[src/rtl/reset_handshake_ctrl.sv]
// Source-domain initiator for a cross-domain reset: drives reset_out to the far
// domain, waits for its reset status to rise and fall, and reports done/busy/timeout.
module reset_handshake_ctrl #(
    parameter int MIN_ASSERT_CYCLES = 16,
    parameter int TIMEOUT_CYCLES    = 1024,
    parameter int SYNC_STAGES       = 2
) (
    input  logic clk0_in,
    input  logic reset_clk0,
    input  logic soft_reset_req,
    input  logic reset_ack_clk1,
    output logic reset_out,
    output logic busy,
    output logic reset_done,
    output logic timeout_err
);

    localparam int MAX_CYCLES = (MIN_ASSERT_CYCLES > TIMEOUT_CYCLES) ? MIN_ASSERT_CYCLES
                                                                     : TIMEOUT_CYCLES;
    localparam int CNT_W = $clog2(MAX_CYCLES) + 1;

    localparam logic [CNT_W-1:0] ASSERT_LAST  = CNT_W'(MIN_ASSERT_CYCLES - 1);
    localparam logic [CNT_W-1:0] TIMEOUT_LAST = CNT_W'(TIMEOUT_CYCLES - 1);

    localparam logic [1:0] S_IDLE        = 2'd0;
    localparam logic [1:0] S_ASSERT      = 2'd1;
    localparam logic [1:0] S_WAIT_ACK_HI = 2'd2;
    localparam logic [1:0] S_RELEASE     = 2'd3;

    logic [SYNC_STAGES-1:0] r_ack_sync;
    logic                   w_ack_s;
    logic [1:0]             r_state;
    logic [1:0]             w_state_nxt;
    logic [CNT_W-1:0]       r_cnt;
    logic                   w_timeout_hit;
    logic                   w_timeout_nxt;

    // NOTE: the synchronizer deliberately has no reset, so the far side's status
    // keeps being tracked straight through a local reset.
    always_ff @(posedge clk0_in) begin
        r_ack_sync <= {r_ack_sync[SYNC_STAGES-2:0], reset_ack_clk1};
    end

    assign w_ack_s = r_ack_sync[SYNC_STAGES-1];

    // Ack beats timeout when both happen on the terminal count.
    always_comb begin
        // NOTE: defaults first so every path assigns every output (no latch).
        w_state_nxt   = r_state;
        w_timeout_hit = 1'b0;
        case (r_state)
            S_IDLE: begin
                if (soft_reset_req) w_state_nxt = S_ASSERT;
            end
            S_ASSERT: begin
                if (r_cnt == ASSERT_LAST) w_state_nxt = S_WAIT_ACK_HI;
            end
            S_WAIT_ACK_HI: begin
                if (w_ack_s) begin
                    w_state_nxt = S_RELEASE;
                end else if (r_cnt == TIMEOUT_LAST) begin
                    w_state_nxt   = S_RELEASE;
                    w_timeout_hit = 1'b1;
                end
            end
            S_RELEASE: begin
                if (!w_ack_s) begin
                    w_state_nxt = S_IDLE;
                end else if (r_cnt == TIMEOUT_LAST) begin
                    w_state_nxt   = S_IDLE;
                    w_timeout_hit = 1'b1;
                end
            end
        endcase
    end

    always_comb begin
        w_timeout_nxt = timeout_err;
        if ((r_state == S_IDLE) && soft_reset_req) begin
            w_timeout_nxt = 1'b0;
        end else if (w_timeout_hit) begin
            w_timeout_nxt = 1'b1;
        end
    end

    // NOTE: all state updates use non-blocking assignments so every flop sees
    // pre-edge values regardless of statement order.
    always_ff @(posedge clk0_in) begin
        if (reset_clk0) begin
            r_state     <= S_ASSERT;
            r_cnt       <= '0;
            reset_out   <= 1'b1;
            busy        <= 1'b1;
            reset_done  <= 1'b0;
            timeout_err <= 1'b0;
        end else begin
            r_state <= w_state_nxt;
            if (w_state_nxt != r_state) begin
                r_cnt <= '0;
            end else if (r_state != S_IDLE) begin
                r_cnt <= r_cnt + CNT_W'(1);
            end
            reset_out   <= (w_state_nxt == S_ASSERT) || (w_state_nxt == S_WAIT_ACK_HI);
            busy        <= (w_state_nxt != S_IDLE);
            reset_done  <= (w_state_nxt == S_IDLE) && !w_ack_s && !w_timeout_nxt;
            timeout_err <= w_timeout_nxt;
        end
    end

endmodule

[config.mk]
export PLATFORM = sky130hd
export DESIGN_NAME = reset_handshake_ctrl
export DESIGN_NICKNAME = d
export VERILOG_FILES = /design/src/rtl/reset_handshake_ctrl.sv
export SDC_FILE = /design/constraint.sdc
export NUM_CORES = 1
export LEC_CHECK = 0
export CELL_PAD_IN_SITES_DETAIL_PLACEMENT = 1
export CELL_PAD_IN_SITES_GLOBAL_PLACEMENT = 2
export CORE_UTILIZATION = 31
export CTS_CLUSTER_SIZE = 14
export DETAILED_ROUTE_END_ITERATION = 10
export GPL_TIMING_DRIVEN = 0
export PLACE_DENSITY = 0.72
export SLEW_MARGIN = 30
export SYNTH_ARGS = -nofsm -noshare
export SYNTH_HDL_FRONTEND = slang
export SYNTH_SLANG_ARGS = --single-unit
export TNS_END_PERCENT = 100
[constraint.sdc]
create_clock -name clk0_in -period 1.5 [get_ports clk0_in]
set_input_delay 0.3 -clock clk0_in [delete_from_list [all_inputs] [get_ports clk0_in]]
set_output_delay 0.3 -clock clk0_in [all_outputs]
set_load 0.05 [all_outputs]
==> results of run 1 <==
==> per-layer routing <==
layer	global-route usage [%]	up-vias	wire [um]
li1	-	419	-
met1	24.65	427	1266
met2	26.05	10	1279
met3	2.268	6	35
met4	8.362	0	47
met5	0	-	0
==> sequential cells by signal (all words and copies together), names as in the netlist <==
name	count
timeout_err	1
r_cnt	11
reset_done	1
r_ack_sync	2
reset_out	1
busy	1
r_state	2
==> kinds of logic (layout without fill, tap and decap cells) <==
kind of cell	count (synthesis)	in the layout	share of synthesized area, %
DFF	19	19	40.16
xor gates and xnor gates	11	11	10.17
muxes	1	1	1.057
adders and majority gates	1	1	1.321
AOI/OAI and AO/OA	21	21	17.57
buffers and inverters	5	31	2.642
and+or+nand+nor	40	40	27.08
==> cell usage after synthesis, types with 2 or more instances <==
cell type and n:
sky130_fd_sc_hd__o21ai_0 4, sky130_fd_sc_hd__xnor2_1 4, sky130_fd_sc_hd__xor2_1 7, sky130_fd_sc_hd__nor3_1 12, sky130_fd_sc_hd__inv_1 2, sky130_fd_sc_hd__nor2_1 8, sky130_fd_sc_hd__a21oi_1 4, sky130_fd_sc_hd__dfxtp_1 19
sky130_fd_sc_hd__nand3_1 4, sky130_fd_sc_hd__nand2_1 3
==> worst min path at each step <==
stage               endpoint
3_3_place_gp   r_ack_sync[1]
6_report       r_ack_sync[1]
4_1_cts        r_ack_sync[1]
5_1_grt        r_ack_sync[1]
3_5_place_dp   r_ack_sync[1]
2_1_floorplan  r_ack_sync[1]
==> stage by stage <==
stage,total power [mW],hold WS (ns),instances,setup WS [ns]
finish,0.8524,0.3364,155,-0.07880
global route,0.8917,0.3425,155,-0.1268
CTS,0.8495,0.3392,154,-0.06791
detailed placement,0.5893,0.3164,136,-0.4391
global placement,0.5874,0.3142,136,-0.4508
floorplan,0.5675,0.3096,98,0.004718
==> cell type report <==
cell class / count / area (um^2)
Buffer: 3 / 22.52
Clock buffer: 4 / 26.28
Fill cell: 325 / 1510
Inverter: 2 / 7.507
Multi-Input combinational cell: 74 / 634.4
Sequential cell: 19 / 407.9
Tap cell: 31 / 38.79
Timing Repair Buffer: 22 / 181.4
==> power by group <==
part	internal (mW)	switching, mW	leakage [nW]
Combinational	0.0337	0.0303	0.378
Sequential	0.508	0.0117	0.159
Clock	0.104	0.165	0.0150
==> what timing repair did <==
item / CTS / global route
gates resized for setup: 23 / 10
pin swaps: 7 / 2
hold buffers: 0 / 0
setup buffers: 14 / 1
hold endpoints to repair: 0 / 0
setup endpoints to repair: 18 / 15
cloned: 0 / 0
==> run_results.csv, run 1 <==
group,metric,value,unit
outcome,run_status,"complete, but fails checks",
outcome,violated_checks,"negative setup slack",
detailed_routing,route.detailed.wl_per_inst,16.96,um
job,maxCapViolations,0,
timing,final_hold_violation_count,0,
pwr,ir_worst_vdd,0.4324,mV
timing,min_period,1.579,ns
logic_synthesis,synthesis.area,947.2,um^2
floorplanning,floorplan.initialDensity,33.48,%
clocking,clk_slew_on_worst_s_h_paths,0.11,ns
timing,fin_tns_setup,-0.7852,ns
final_layout,n_antenna_cell,0,
clocking,cts_tree,"done",
logic_synthesis,synth.ff_latch_count,19,
global_routing,grtUsageTotal,17.37,%
placement,portBuffers,7,
setup_path,critical_path_cell_list,"ha_4, nand4b_4, o41a_4, o211ai_1, a211oi_2",
logic_synthesis,synthesis.instances,98,
detailed_routing,drt_first_pass_iters,4,
logic_synthesis,synth_top_flop_cell,"sky130_fd_sc_hd__dfxtp_1",
clocking,cts_inserted_buffers,3,
setup_path,timing_worst_setup_path_type,"flip-flop to flip-flop",
setup_path,slowest_delay,0.50,ns
logic_synthesis,post_synth.cell_area_avg,9.665,um^2
floorplanning,floorplan.rows,19,
hold_path,holdCritPathClass,"flip-flop to flip-flop",
logic_synthesis,synth_cell_type_count,41,
detailed_routing,final_antenna_net_count,0,
timing,max_slew.worst_pin.slew,0.4879,ns
global_routing,overflow,0,
timing,slew_viol_final,0,
setup_path,setup.worst_path.start_class,"flip-flop",
global_routing,antenna_found_initial,0,
detailed_routing,num_vias,862,
timing,grt_setup_unrepaired,"true",
logic_synthesis,synth_warnings,0,
clocking,clockRootBuffer,"sky130_fd_sc_hd__clkbuf_4",
setup_path,path_buf_inv,0,
floorplanning,design.die.area,3280,um^2
setup_path,top_family_by_delay_on_critical_path,"compound AO/OA/AOI/OAI gates",
setup_path,worstPathArrival,1.77,ns
global_routing,wire_length_of_the_first_global_routing_pass,4305,um
setup_path,cp.required,1.69,ns
detailed_routing,route.detailed.vias_per_inst,5.561,
placement,placed_area,1084,um^2
timing,postLayoutSetupSlackWorst,-0.07880,ns
global_routing,grt_pass1_vias,881,
final_layout,mostFrequentLayoutCell,"sky130_fd_sc_hd__buf_4",
global_routing,grt_max_degree,11,
clocking,cts-root-to-sink-buffers,2,
logic_synthesis,post-synth-top-area-cell,"sky130_fd_sc_hd__dfxtp_1",
logic_synthesis,ys_async_sr_fraction,0,%
clocking,maximum_level_of_the_cts_h_tree,1,
timing,worst_slew_margin_rel,67.44,%
final_layout,finish.utilization,46.62,%
logic_synthesis,yosys-top-cells-area,"sky130_fd_sc_hd__dfxtp_1 40%, sky130_fd_sc_hd__xor2_1 6.5%, sky130_fd_sc_hd__nor3_1 6.3%",
timing,finClkSkew,0.003379,ns
floorplanning,design.core.area,2829,um^2
setup_path,timing.reg2reg.setup_slack,-0.08,ns
clocking,clock_latency,0.30,ns
setup_path,regToRegStartpoint,"r_cnt[0]",
hold_path,worst_hold_path.num_cells,0,
timing,setup_viol,14,
final_layout,drive_above_1_share,41.13,%
logic_synthesis,synth-edff-count,0,
clocking,cts_sinks,19,
setup_path,timing.critical_path.from,"r_cnt[0]",
setup_path,timing.critical_path.slowest_stage_cell,"sky130_fd_sc_hd__o41a_4",
floorplanning,die_x,57.28,um
final_layout,area_growth,39.23,%
detailed_routing,routed_wirelength,2629,um
timing,fmaxAchievable,633.4,MHz
floorplanning,io_pins,8,
setup_path,critPathCaptureType,"flip-flop",
setup_path,worstSetupPathDepth,5,
setup_path,timing.critical_path.fanout_max,5,
pwr,power.density,646.4,nW/um^2
setup_path,cp-endpoint,"reset_done",
final_layout,final_net_count,130,
logic_synthesis,synth.top_cell.area_share,40.16,%
setup_path,worstReg2RegEnd,"reset_done",
timing,min_period_over_period,105.3,%
detailed_routing,drc,0,
hold_path,worst_hold_path_startpoint,"r_ack_sync[0]",
logic_synthesis,synth_fp_nets,103,
final_layout,layout.cells.most_common_list,"15 x sky130_fd_sc_hd__buf_4, 10 x sky130_fd_sc_hd__nor3_1, 9 x sky130_fd_sc_hd__dfxtp_1",
pwr,static-leakage-power,0.5521,nW
placement,dpl.hpwl,1687,um
floorplanning,floorplan.die.height,57.28,um
final_layout,postLayoutCellArea,1319,um^2
detailed_routing,detailedRoute.firstIterationViolations,7,
placement,place.gp.congestion,0.7591,
setup_path,worstRegToRegCells,5,
logic_synthesis,sequential_element_share_of_the_synthesized_area,40.16,%
Note: power is estimated with default switching activity, not from simulation.
==> inputs of run 2 (changes only) <==
CORE_MARGIN = 2   (was unset)
==> run_results.csv, run 2 (synthesis gave the netlist of run 1 again) <==
group,metric,value,unit
outcome,run_status,"complete, but fails checks",
outcome,violated_checks,"negative setup slack",
setup_path,timing.reg2reg.setup_slack,-0.01,ns
final_layout,top_register,"r_cnt",
setup_path,worstPathArrival,1.70,ns
final_layout,mostFrequentLayoutCell,"sky130_fd_sc_hd__buf_4",
clocking,cts_hold_repair.buffers,0,
final_layout,largestRegisters,"r_cnt (11), r_ack_sync (2), r_state (2)",
setup_path,cp.required,1.69,ns
detailed_routing,route.detailed.vias_per_inst,5.340,
final_layout,final-instance-count-excl-fill,159,
timing,max_slew.worst_pin.slew,0.4910,ns
hold_path,holdCritPathClass,"flip-flop to flip-flop",
final_layout,largest_register_ffs,11,
timing,slew_viol_final,0,
pwr,power.density,644.4,nW/um^2
placement,dpl.hpwl,1687,um
setup_path,worstRegToRegCells,5,
setup_path,setup.worst_path.start_class,"flip-flop",
floorplanning,die_x,59.28,um
clocking,cts-root-to-sink-buffers,2,
pwr,static-leakage-power,0.5564,nW
setup_path,top_family_by_delay_on_critical_path,"simple AND/OR/NAND/NOR gates",
final_layout,area_growth,39.76,%
final_layout,drive_above_1_share,43.65,%
detailed_routing,route.detailed.wl_per_inst,17.26,um
setup_path,timing.critical_path.fanout_max,7,
detailed_routing,detailedRoute.firstIterationViolations,20,
final_layout,n_antenna_cell,0,
global_routing,wire_length_of_the_first_global_routing_pass,4360,um
timing,min_period_over_period,100.9,%
pwr,ir_worst_vdd,0.3754,mV
timing,fmaxAchievable,660.7,MHz
final_layout,postLayoutCellArea,1324,um^2
timing,worst_slew_margin_rel,67.40,%
global_routing,grt_max_degree,11,
clocking,maximum_level_of_the_cts_h_tree,1,
job,maxCapViolations,0,
floorplanning,design.die.area,3514,um^2
setup_path,critPathCaptureType,"flip-flop",
detailed_routing,final_antenna_net_count,0,
global_routing,grt_pass1_vias,891,
setup_path,timing_worst_setup_path_type,"flip-flop to flip-flop",
setup_path,timing.critical_path.slowest_stage_cell,"sky130_fd_sc_hd__or3_4",
placement,portBuffers,7,
timing,postLayoutSetupSlackWorst,-0.01353,ns
final_layout,fillCellCount,343,
floorplanning,floorplan.die.height,59.28,um
floorplanning,floorplan.initialDensity,31.81,%
final_layout,final_net_count,132,
detailed_routing,drc,0,
timing,setup_viol,6,
clocking,cts_inserted_buffers,3,
global_routing,overflow,0,
clocking,clk_slew_on_worst_s_h_paths,0.11,ns
setup_path,worstSetupPathDepth,5,
setup_path,path_buf_inv,0,
clocking,clockRootBuffer,"sky130_fd_sc_hd__clkbuf_4",
floorplanning,io_pins,8,
global_routing,grtUsageTotal,16.71,%
setup_path,critical_path_cell_list,"ha_4, nand4b_4, or3_4, o21bai_4, nor3_1",
detailed_routing,routed_wirelength,2745,um
timing,min_period,1.514,ns
clocking,clock_latency,0.30,ns
setup_path,regToRegStartpoint,"r_cnt[1]",
floorplanning,design.core.area,2978,um^2
clocking,cts_sinks,19,
setup_path,worstReg2RegEnd,"r_cnt[9]",
clocking,cts_tree,"done",
final_layout,layout.cells.most_common_list,"15 x sky130_fd_sc_hd__buf_4, 9 x sky130_fd_sc_hd__nor3_1, 7 x sky130_fd_sc_hd__nor2_1, 7 x sky130_fd_sc_hd__xor2_1, 7 x sky130_fd_sc_hd__dfxtp_1",
timing,finClkSkew,0.005822,ns
placement,placed_cells,138,
setup_path,timing.critical_path.from,"r_cnt[1]",
setup_path,cp-endpoint,"r_cnt[9]",
timing,fin_tns_setup,-0.04213,ns
detailed_routing,drt_first_pass_iters,4,
floorplanning,floorplan.rows,20,
detailed_routing,num_vias,849,
timing,final_hold_violation_count,0,
placement,placed_area,1086,um^2
timing,grt_setup_unrepaired,"true",
global_routing,antenna_found_initial,0,
placement,place.gp.congestion,0.8205,
setup_path,slowest_delay,0.43,ns
run 2: final cells by class:
class                           instances  area [um^2]  share of cell area [%]
Multi-Input combinational cell         74        621.8                   46.98
Sequential cell                        19        410.4                   31.00
Timing Repair Buffer                   24        192.7                   14.56
Tap cell                               33        41.29                   3.119
Clock buffer                            4        26.28                   1.985
Buffer                                  3        23.77                   1.796
Inverter                                2        7.507                  0.5671
run 2: worst min-delay path by stage:
stage,from,to,slack (ns),depth (start not counted)
after floorplan,r_ack_sync[0],r_ack_sync[1],0.31,0
after global placement,r_ack_sync[0],r_ack_sync[1],0.31,0
after detailed placement,r_ack_sync[0],r_ack_sync[1],0.32,0
after CTS,r_ack_sync[0],r_ack_sync[1],0.34,0
after global routing,r_ack_sync[0],r_ack_sync[1],0.35,0
final,r_ack_sync[0],r_ack_sync[1],0.34,0
run 2: metrics by stage:
step | hold slack [ns] | setup slack [ns] | total power [mW] | util [%]
floorplan | 0.3096 | 0.004718 | 0.5675 | -
global route | 0.3476 | -0.08862 | 0.8997 | 44.45
detailed placement | 0.3240 | -0.4338 | 0.5885 | 36.47
finish | 0.3389 | -0.01353 | 0.8530 | 44.45
CTS | 0.3427 | -0.01420 | 0.8556 | 41.47
global placement | 0.3110 | -0.4295 | 0.5870 | 36.47
run 2: where the power goes:
part           total (mW)  internal [mW]  switching (mW)
logic              0.0707         0.0387          0.0321
clock network       0.264          0.104           0.160
registers           0.519          0.506          0.0123
run 2: timing repair:
item                       4_1_cts  5_1_grt
cloned                           0        1
buffers inserted                 9        7
resized for setup               25       10
setup endpoints to repair       18       15
pin swaps                       10        4
run 2: metal layers:
metal | wire [um] | track usage [%] | part of all wire, % | vias up
met4 | 25 | 6.818 | 0.91 | 0
met3 | 67 | 1.965 | 2.4 | 4
li1 | - | - | - | 423
met1 | 1279 | 23.32 | 47 | 410
met2 | 1372 | 26.06 | 50 | 12
met5 | 0 | 0 | 0 | -
